**src/rtl/branch_target_buffer_pkg.sv**
```systemverilog
// rtl/branch_target_buffer_pkg.sv - shared types and address helpers for the branch target buffer
package branch_target_buffer_pkg;

  typedef logic [31:0] word_t;

  localparam int TAG_MAX_W = 30;
  typedef logic [TAG_MAX_W-1:0] tag_t;

  // Tags are held zero-extended so one entry type serves every ENTRIES value.
  typedef struct packed {
    logic  valid;
    tag_t  tag;
    word_t target;
  } btb_entry_t;

  function automatic tag_t pc_tag(word_t pc, int unsigned tag_w);
    return tag_t'(pc >> (32 - tag_w));
  endfunction

endpackage

```
**src/rtl/branch_target_buffer_if.sv**
```systemverilog
// rtl/branch_target_buffer_if.sv - fetch lookup, execute update and statistics bundle
interface branch_target_buffer_if #(
  parameter int PERF_W = 16
);
  import branch_target_buffer_pkg::*;

  word_t              lookup_pc;
  logic               lookup_hit;
  logic               pred_taken;
  word_t              pred_npc;
  logic               upd_en;
  word_t              upd_pc;
  logic               upd_taken;
  word_t              upd_target;
  logic               upd_mispred;
  logic               flush;
  logic [PERF_W-1:0]  perf_hits;
  logic [PERF_W-1:0]  perf_mispred;

  modport master (
    output lookup_pc, upd_en, upd_pc, upd_taken, upd_target, upd_mispred, flush,
    input  lookup_hit, pred_taken, pred_npc, perf_hits, perf_mispred
  );

  modport slave (
    input  lookup_pc, upd_en, upd_pc, upd_taken, upd_target, upd_mispred, flush,
    output lookup_hit, pred_taken, pred_npc, perf_hits, perf_mispred
  );

endinterface

```
**src/rtl/branch_target_buffer_sat_counter.sv**
```systemverilog
// rtl/branch_target_buffer_sat_counter.sv - saturating up/down counter with priority load
module sat_counter #(
  parameter int           W       = 2,
  parameter logic [W-1:0] RST_VAL = '0
) (
  input  logic         clk,
  input  logic         rst_n,
  input  logic         inc,
  input  logic         dec,
  input  logic         load,
  input  logic [W-1:0] load_val,
  output logic [W-1:0] q
);

  always_ff @(posedge clk or negedge rst_n) begin
    if (!rst_n) begin
      q <= RST_VAL;
    end else if (load) begin
      q <= load_val;
    end else if (inc && (q != {W{1'b1}})) begin
      q <= q + W'(1);
    end else if (dec && (q != '0)) begin
      q <= q - W'(1);
    end
  end

endmodule

```
**src/rtl/branch_target_buffer.sv**
```systemverilog
// rtl/branch_target_buffer.sv - direct-mapped BTB with saturating direction counters and statistics
module branch_target_buffer
  import branch_target_buffer_pkg::*;
#(
  parameter int ENTRIES = 16,
  parameter int CNT_W   = 2,
  parameter int PERF_W  = 16
) (
  input  logic CLK,
  input  logic nRST,
  branch_target_buffer_if.slave bus
);

  localparam int IDX_W = $clog2(ENTRIES);
  localparam int TAG_W = 32 - IDX_W - 2;

  localparam logic [CNT_W-1:0] CNT_RST   = CNT_W'((1 << (CNT_W - 1)) - 1);
  localparam logic [CNT_W-1:0] CNT_ALLOC = CNT_W'(1 << (CNT_W - 1));

  btb_entry_t       btb_q [ENTRIES];
  logic [CNT_W-1:0] cnt_q [ENTRIES];

  logic [IDX_W-1:0] lk_idx;
  logic [IDX_W-1:0] up_idx;
  logic             lk_hit;
  logic             lk_taken;
  logic             up_hit;
  logic             upd_live;

  assign lk_idx = bus.lookup_pc[IDX_W+1:2];
  assign up_idx = bus.upd_pc[IDX_W+1:2];

  assign lk_hit   = btb_q[lk_idx].valid && (btb_q[lk_idx].tag == pc_tag(bus.lookup_pc, TAG_W));
  assign up_hit   = btb_q[up_idx].valid && (btb_q[up_idx].tag == pc_tag(bus.upd_pc, TAG_W));
  assign lk_taken = lk_hit && (cnt_q[lk_idx] >= CNT_ALLOC);
  assign upd_live = bus.upd_en && !bus.flush;

  assign bus.lookup_hit = lk_hit;
  assign bus.pred_taken = lk_taken;
  assign bus.pred_npc   = lk_taken ? btb_q[lk_idx].target : bus.lookup_pc + 32'd4;

  // A taken update writes the same entry image whether it hit (tag/valid unchanged) or allocates.
  always_ff @(posedge CLK or negedge nRST) begin
    if (!nRST) begin
      for (int i = 0; i < ENTRIES; i++) begin
        btb_q[i] <= '0;
      end
    end else if (bus.flush) begin
      for (int i = 0; i < ENTRIES; i++) begin
        btb_q[i].valid <= 1'b0;
      end
    end else if (bus.upd_en && bus.upd_taken) begin
      btb_q[up_idx] <= '{valid: 1'b1, tag: pc_tag(bus.upd_pc, TAG_W), target: bus.upd_target};
    end
  end

  for (genvar g = 0; g < ENTRIES; g++) begin : g_cnt
    logic sel;
    assign sel = upd_live && (up_idx == IDX_W'(g));

    sat_counter #(.W(CNT_W), .RST_VAL(CNT_RST)) u_dir (
      .clk      (CLK),
      .rst_n    (nRST),
      .inc      (sel && up_hit && bus.upd_taken),
      .dec      (sel && up_hit && !bus.upd_taken),
      .load     (sel && !up_hit && bus.upd_taken),
      .load_val (CNT_ALLOC),
      .q        (cnt_q[g])
    );
  end

  // Statistics still see updates that a flush drops.
  sat_counter #(.W(PERF_W), .RST_VAL({PERF_W{1'b0}})) u_perf_hits (
    .clk      (CLK),
    .rst_n    (nRST),
    .inc      (bus.upd_en && up_hit),
    .dec      (1'b0),
    .load     (1'b0),
    .load_val ({PERF_W{1'b0}}),
    .q        (bus.perf_hits)
  );

  sat_counter #(.W(PERF_W), .RST_VAL({PERF_W{1'b0}})) u_perf_mispred (
    .clk      (CLK),
    .rst_n    (nRST),
    .inc      (bus.upd_en && bus.upd_mispred),
    .dec      (1'b0),
    .load     (1'b0),
    .load_val ({PERF_W{1'b0}}),
    .q        (bus.perf_mispred)
  );

endmodule

```
**src/flat_wrapper.sv**
```systemverilog
// flat-port wrapper written by rule: the top's interface ports become plain ports
module branch_target_buffer_flat import branch_target_buffer_pkg::*;
#(
  parameter int ENTRIES = 16,
  parameter int CNT_W   = 2,
  parameter int PERF_W  = 16
)
  (CLK, nRST, bus_lookup_pc, bus_upd_en, bus_upd_pc, bus_upd_taken, bus_upd_target, bus_upd_mispred, bus_flush, bus_lookup_hit, bus_pred_taken, bus_pred_npc, bus_perf_hits, bus_perf_mispred);
  branch_target_buffer_if #(.PERF_W(PERF_W)) bus_i ();
  input  logic CLK;
  input  logic nRST;
  input wire logic [$bits(bus_i.lookup_pc)-1:0] bus_lookup_pc;
  input wire logic [$bits(bus_i.upd_en)-1:0] bus_upd_en;
  input wire logic [$bits(bus_i.upd_pc)-1:0] bus_upd_pc;
  input wire logic [$bits(bus_i.upd_taken)-1:0] bus_upd_taken;
  input wire logic [$bits(bus_i.upd_target)-1:0] bus_upd_target;
  input wire logic [$bits(bus_i.upd_mispred)-1:0] bus_upd_mispred;
  input wire logic [$bits(bus_i.flush)-1:0] bus_flush;
  output wire logic [$bits(bus_i.lookup_hit)-1:0] bus_lookup_hit;
  output wire logic [$bits(bus_i.pred_taken)-1:0] bus_pred_taken;
  output wire logic [$bits(bus_i.pred_npc)-1:0] bus_pred_npc;
  output wire logic [$bits(bus_i.perf_hits)-1:0] bus_perf_hits;
  output wire logic [$bits(bus_i.perf_mispred)-1:0] bus_perf_mispred;
  assign bus_i.lookup_pc = bus_lookup_pc;
  assign bus_i.upd_en = bus_upd_en;
  assign bus_i.upd_pc = bus_upd_pc;
  assign bus_i.upd_taken = bus_upd_taken;
  assign bus_i.upd_target = bus_upd_target;
  assign bus_i.upd_mispred = bus_upd_mispred;
  assign bus_i.flush = bus_flush;
  assign bus_lookup_hit = bus_i.lookup_hit;
  assign bus_pred_taken = bus_i.pred_taken;
  assign bus_pred_npc = bus_i.pred_npc;
  assign bus_perf_hits = bus_i.perf_hits;
  assign bus_perf_mispred = bus_i.perf_mispred;
  branch_target_buffer #(.ENTRIES(ENTRIES), .CNT_W(CNT_W), .PERF_W(PERF_W)) u_core (.CLK(CLK), .nRST(nRST), .bus(bus_i));
endmodule
```
**config.mk**
```make
export PLATFORM = sky130hd
export DESIGN_NAME = branch_target_buffer_flat
export DESIGN_NICKNAME = d
export VERILOG_FILES = /design/src/rtl/branch_target_buffer_pkg.sv /design/src/rtl/branch_target_buffer_if.sv /design/src/rtl/branch_target_buffer_sat_counter.sv /design/src/rtl/branch_target_buffer.sv /design/src/flat_wrapper.sv
export SDC_FILE = /design/constraint.sdc
export NUM_CORES = 2
export LEC_CHECK = 0
export BUFFER_PORTS_ARGS = -buffer_cell sky130_fd_sc_hd__buf_2
export CAP_MARGIN = 30
export CORE_ASPECT_RATIO = 0.9
export CORE_MARGIN = 2
export CORE_UTILIZATION = 42
export DETAILED_ROUTE_END_ITERATION = 8
export PLACE_DENSITY = 0.55
export RECOVER_POWER = 50
export SLEW_MARGIN = 20
export SYNTH_ARGS = -nofsm -noshare
export SYNTH_HDL_FRONTEND = slang
export SYNTH_SLANG_ARGS = --single-unit
```
**constraint.sdc**
```tcl
create_clock -name CLK -period 4.8 [get_ports CLK]
set_input_delay 0.24 -clock CLK [delete_from_list [all_inputs] [get_ports CLK]]
set_output_delay 0.24 -clock CLK [all_outputs]
set_load 0.02 [all_outputs]
```
Word-level counts from Yosys, hierarchy flattened

Index checks and enable logic that the tools add are counted.

Word-level logic and storage cells: 397
Output and inout bits: 66
Register bits: 1,072

Bitwise operators: 3
Multiplexer cells: 78
Reductions and logical operators: 176
Equality and inequality tests: 35
Order comparisons: 4
Add/sub/neg operators: 35

Operator list:

| operator              | count |
|---|---|
| $bwmux 1008           | 1 |
| $mux 1008             | 1 |
| $bmux 63 s4           | 2 |
| $mux 63               | 5 |
| $demux 63 s4          | 1 |
| $logic_and 1x1->1     | 138 |
| $mux 2                | 50 |
| $eq 30x26->1          | 2 |
| $reduce_bool 3->1     | 16 |
| $reduce_bool 2->1     | 17 |
| $add 16x1->16 const B | 2 |
| $add 2x1->2 const B   | 16 |
| $add 32x3->32 const B | 1 |
| $eq 4x4->1 const B    | 8 |
| $mux 32               | 1 |
| $ne 16x16->1 const B  | 2 |
| $ne 2x2->1 const B    | 16 |
| $sub 2x1->2 const B   | 16 |
| $eq 4x3->1 const B    | 4 |
| $mux 1                | 16 |
| $ge 5x5->1 const B    | 2 |
| $not 4->5             | 2 |
| $bmux 2 s4            | 1 |
| $eq 4x2->1 const B    | 2 |
| 7 further kinds       | 9 |

Logic depth before layout (Yosys ltp)

Depth in word-level cells: 12
Gate-level depth with buffers: 15
Depth with buffers taken out: 10

Hierarchy

A second synthesis with hierarchy kept.

Cell total of the unflattened synthesis: 3,872
Area total of the unflattened synthesis: 54,028.1 um^2

Modules (own cells, without submodules):

| module                                  | area an instance (um^2) | seq. area each (um^2) | times used | cells an instance |
|---|---|---|---|---|
| branch_target_buffer                    | 48,740.5                | 23,622.7              | 1          | 3,298 |
| sat_counter (u_core.g_cnt[0].u_dir ...) | 118.9                   | 51.3                  | 16         | 12 |
| sat_counter (u_core.u_perf_mispred)     | 1,699.1                 | 400.4                 | 1          | 191 |
| sat_counter (u_core.u_perf_hits)        | 1,686.6                 | 400.4                 | 1          | 191 |

Worst setup path after synthesis

Ideal clock, no wire load.

Path type: in2out
From: in bus_lookup_pc[2]
To: out bus_pred_npc[11]
Cell stages on the path: 11
Data arrival time: 3.109 ns
Buffers on the path: 4
Setup slack: 1.451 ns
Data required time: 4.560 ns
Cell sequence: buf_2 -> buf_2 -> mux4_2 -> mux4_2 -> xnor2_1 -> nand4_1 -> nor3_1 -> nand4_2 -> buf_2 -> buf_2 -> a21oi_1

Cells in the longest elaborated chain, start to end: 8

Ends and longest elaborated chain:

| item                                        | RTL line                                                                           | RTL |
|---|---|---|
| start: declaration                          | flat_wrapper.sv:12                                                                 | `input wire logic [$bits(bus_i.lookup_pc)-1:0] bus_lookup_pc;` |
| $not 4->5 (not written as such)             | branch_target_buffer.sv:33, branch_target_buffer.sv:35, branch_target_buffer.sv:40 |  |
| $bmux 63 s4                                 | branch_target_buffer.sv:33, branch_target_buffer.sv:40                             |  |
| $mux 63 (not written as such) (2 in series) | branch_target_buffer.sv:40                                                         | `assign bus.pred_npc = lk_taken ? btb_q[lk_idx].target : bus.lookup_pc + 32'd4;` |
| $eq 30x26->1                                | branch_target_buffer.sv:33                                                         | `assign lk_hit = btb_q[lk_idx].valid && (btb_q[lk_idx].tag == pc_tag(bus.lookup_pc, TAG_W));` |
| $logic_and 1x1->1                           | branch_target_buffer.sv:33                                                         |  |
| $logic_and 1x1->1                           | branch_target_buffer.sv:35                                                         | `assign lk_taken = lk_hit && (cnt_q[lk_idx] >= CNT_ALLOC);` |
| $mux 32 *                                   | branch_target_buffer.sv:40                                                         |  |
| end: declaration                            | flat_wrapper.sv:21                                                                 | `output wire logic [$bits(bus_i.pred_npc)-1:0] bus_pred_npc;` |

Every way passes the cells marked *; elsewhere a longest branch is shown, timed or not. The select of a mux whose other input is x is not followed.

Worst setup path in the final report

From: reg u_core.btb_q[543] (netlist bit)
To: out bus_pred_npc[5]

Cells in the longest elaborated chain, start to end: 7

Ends and longest elaborated chain:

| item                             | RTL line                   | RTL |
|---|---|---|
| start: declaration               | branch_target_buffer.sv:20 | `btb_entry_t btb_q [ENTRIES];` |
| start signal: indexed assignment | branch_target_buffer.sv:53 | `btb_q[up_idx] <= '{valid: 1'b1, tag: pc_tag(bus.upd_pc, TAG_W), target: bus.upd_target};` |
| $bmux 63 s4                      | branch_target_buffer.sv:33 |  |
| $mux 63 (2 in series)            | --                         |  |
| $eq 30x26->1                     | branch_target_buffer.sv:33 |  |
| $logic_and 1x1->1                | branch_target_buffer.sv:33 |  |
| $logic_and 1x1->1                | branch_target_buffer.sv:35 |  |
| $mux 32                          | branch_target_buffer.sv:40 |  |

No other way between the ends. The select of a mux whose other input is x is not followed.

==> results.yml <==
finish:
  multi_input_area_um2: 23900
  fin_nets: 3934
  final_common_cell: "dfrtp_1"
  drive_gt1_frac: 0.412
  final_cells: 5506
  nFillCells: 10609
  regArea_um2: 25200
  synthToLayoutAreaGrowth_pct: 14.1
  final_cell_mix: "dfrtp_1, mux2_2, nand2_1"
sta:
  fmax_mhz: 223
  slew-limit-headroom: -0.719
  worstMarginPinSlew_ns: 2.58
  fin_crit_ns: 4.48
  final-hold-violation-count: 0
  finalCritPeriodShare: 0.934
  tns_ns: 0
  slew_viol_final: 481
  setup_viol: 0
  worst_clock_skew_ns: 0.0351
  rsz0062_at_grt: "false"
power_and_ir_drop:
  powerDensity_nw_per_um2: 389
  ir_drop_mv: 0.271
  leakagePower_nw: 25.9
routing:
  via_per_inst: 5.93
  wl_mm: 152
  detail_route.first_pass.iterations: 7
  first_iter_violations: 2787
  drtAntennaViolNets: 0
  drc: 0
  detail_route.wl_per_cell_um: 27.6
  vias: 32671
placement:
  gp_congestion: 0.853
  dp_cells: 5245
  port-buffer-count: 165
  hpwl_mm: 92.4
critical_path:
  worst-path-max-fanout: 60
  cp.arrival_ns: 4.24
  start_kind: "register"
  crit_required_ns: 4.56
  crit_type: "reg2out"
  r2r_slack_ns: 1.24
  endpoint_kind: "output port"
logic_synthesis:
  synth_largest_area_cell: "dfrtp_1"
  synth-edff-count: 0
  syn-num-nets: 3802
  yosys_warnings: 0
  ys_async_sr_fraction: 1.00
  synth_flop_cell: "dfrtp_1"
  avgSynthCellArea_um2: 13.7
  synth_cells: 3697
  synth_area_um2: 50500
  yosysSeqAreaShare: 0.500
  ys_ff_latch: 1008
  synth_cell_types: 68
  synth_area_leaders: "dfrtp_1, mux2_2, mux4_2"
  synth.top_cell.area_share: 0.491
clock_tree:
  cts-root-buf: "clkbuf_16"
  clk_pin_slew_ns: 0.06
  insertion_delay_ns: 0.73
  cts_tree: "built"
  cts_htree_levels: 3
  clock-sinks: 1008
  post_cts_buffers: 0
  cts_buffers: 108
  clock_path_buffers: 3
floorplanning:
  fp.coreArea_um2: 119000
  fp.dieW_um: 370
  start_util: 0.424
  die_h_um: 333
  rows: 120
  fp.dieArea_um2: 123000
  io_pins: 168
run_status:
  status: "finished with violations"
  violations: "max-capacitance violations, max-slew violations"
global_routing:
  grt_pass1_wl_mm: 227
  grt_max_degree: 145
  track_usage: 0.249
  grt-ovfl-total: 0
  antenna_found_initial: 8
  grt_pass1_vias: 33082
flow_run:
  cap_violations: 6
hold_path:
  hold_path.class: "in2reg"
==> worst paths after layout <==
path | from | end | cells after the start
max in group asynchronous | nRST | u_core.btb_q[822] | 3
setup / recovery | u_core.btb_q[543] | bus_pred_npc[5] | 10
hold reg to reg | u_core.btb_q[890] | u_core.btb_q[890] | 2
setup reg to reg | u_core.btb_q[295] | u_core.g_cnt[1].u_dir.q[1] | 9
min in group asynchronous | nRST | u_core.u_perf_hits.q[0] | 2
hold / removal | bus_upd_en | u_core.u_perf_hits.q[8] | 4
==> flip-flops by register name (all words and copies together), names as in the netlist <==
register and flops:
u_core.btb_q 944, u_core.u_perf_mispred.q 16, u_core.g_cnt.u_dir.q 32, u_core.u_perf_hits.q 16
==> cell usage after synthesis (all sizes together) (34+ instances only) <==
master,instances
o21ai,122
nand2,450
mux2,773
xnor2,61
buf,96
mux2i,59
a21oi,47
xor2,45
dfrtp,992
nor2,101
nor3,34
nand3,57
mux4,383
clkbuf,225
inv,38
==> critical path, cell delays in order, from the launching register on <==
cell	delay, ns
dfrtp_1	0.39
mux4_2	0.52
mux4_2	0.56
xnor2_1	0.17
nand4_1	0.14
nor3_1	0.57
nand4_4	0.14
buf_4	0.35
nor2_1	0.30
a21oi_1	0.12
buf_2	0.23
==> layer usage <==
metal	wire length, µm	GRT usage	part of all wire
met3	10800	0.0597	0.071
met1	69000	0.369	0.45
met4	3870	0.0637	0.025
met5	57	0	0.00038
met2	68100	0.369	0.45
==> cell type report <==
class | instances | area share
clock inverter | 29 | 0.00792
clock buffer | 170 | 0.0562
inverter | 40 | 0.00261
sequential | 1008 | 0.438
tap | 1586 | 0.0344
multi-input combinational | 2328 | 0.415
timing repair buffer | 343 | 0.0454
antenna | 2 | 0.0000868
==> through the flow <==
step / total power [mW] / area [µm²] / setup WS (ns) / hold slack [ns] / util
detailed placement: 13.8 / 53500 / 0.563 / 0.343 / 0.449
floorplan: 12.6 / 50500 / 1.45 / -0.0556 / -
global placement: 13.7 / 53500 / 0.522 / 0.347 / 0.449
CTS: 22.6 / 57800 / 0.310 / 0.00345 / 0.484
finish: 22.4 / 57600 / 0.319 / 0.0587 / 0.483
global route: 23.4 / 57600 / 0.182 / 0.0380 / 0.483
==> cell families after synthesis <==
group                    share of synthesized area
multiplexers                                 0.355
XOR/XNOR                                    0.0184
AND/OR/NAND/NOR                             0.0612
adder cells (fa/ha/maj)                   0.000743
flip-flops                                   0.500
AO/OA/AOI/OAI                               0.0354
buffers and inverters                       0.0299
==> report_power, final <==
group	internal, mW	leakage (nW)	total, mW	switching [mW]
Combinational	1.85	10.7	3.45	1.60
Clock	5.11	1.82	8.73	3.62
Sequential	9.58	13.3	10.2	0.659
==> repair_timing <==
action | in CTS | in global routing
hold buffers | 59 | 0
gates resized for setup | 0 | 0
hold endpoints to repair | 771 | 0
endpoints found under the setup margin | 0 | 0
(Power assumes the default switching activity.)
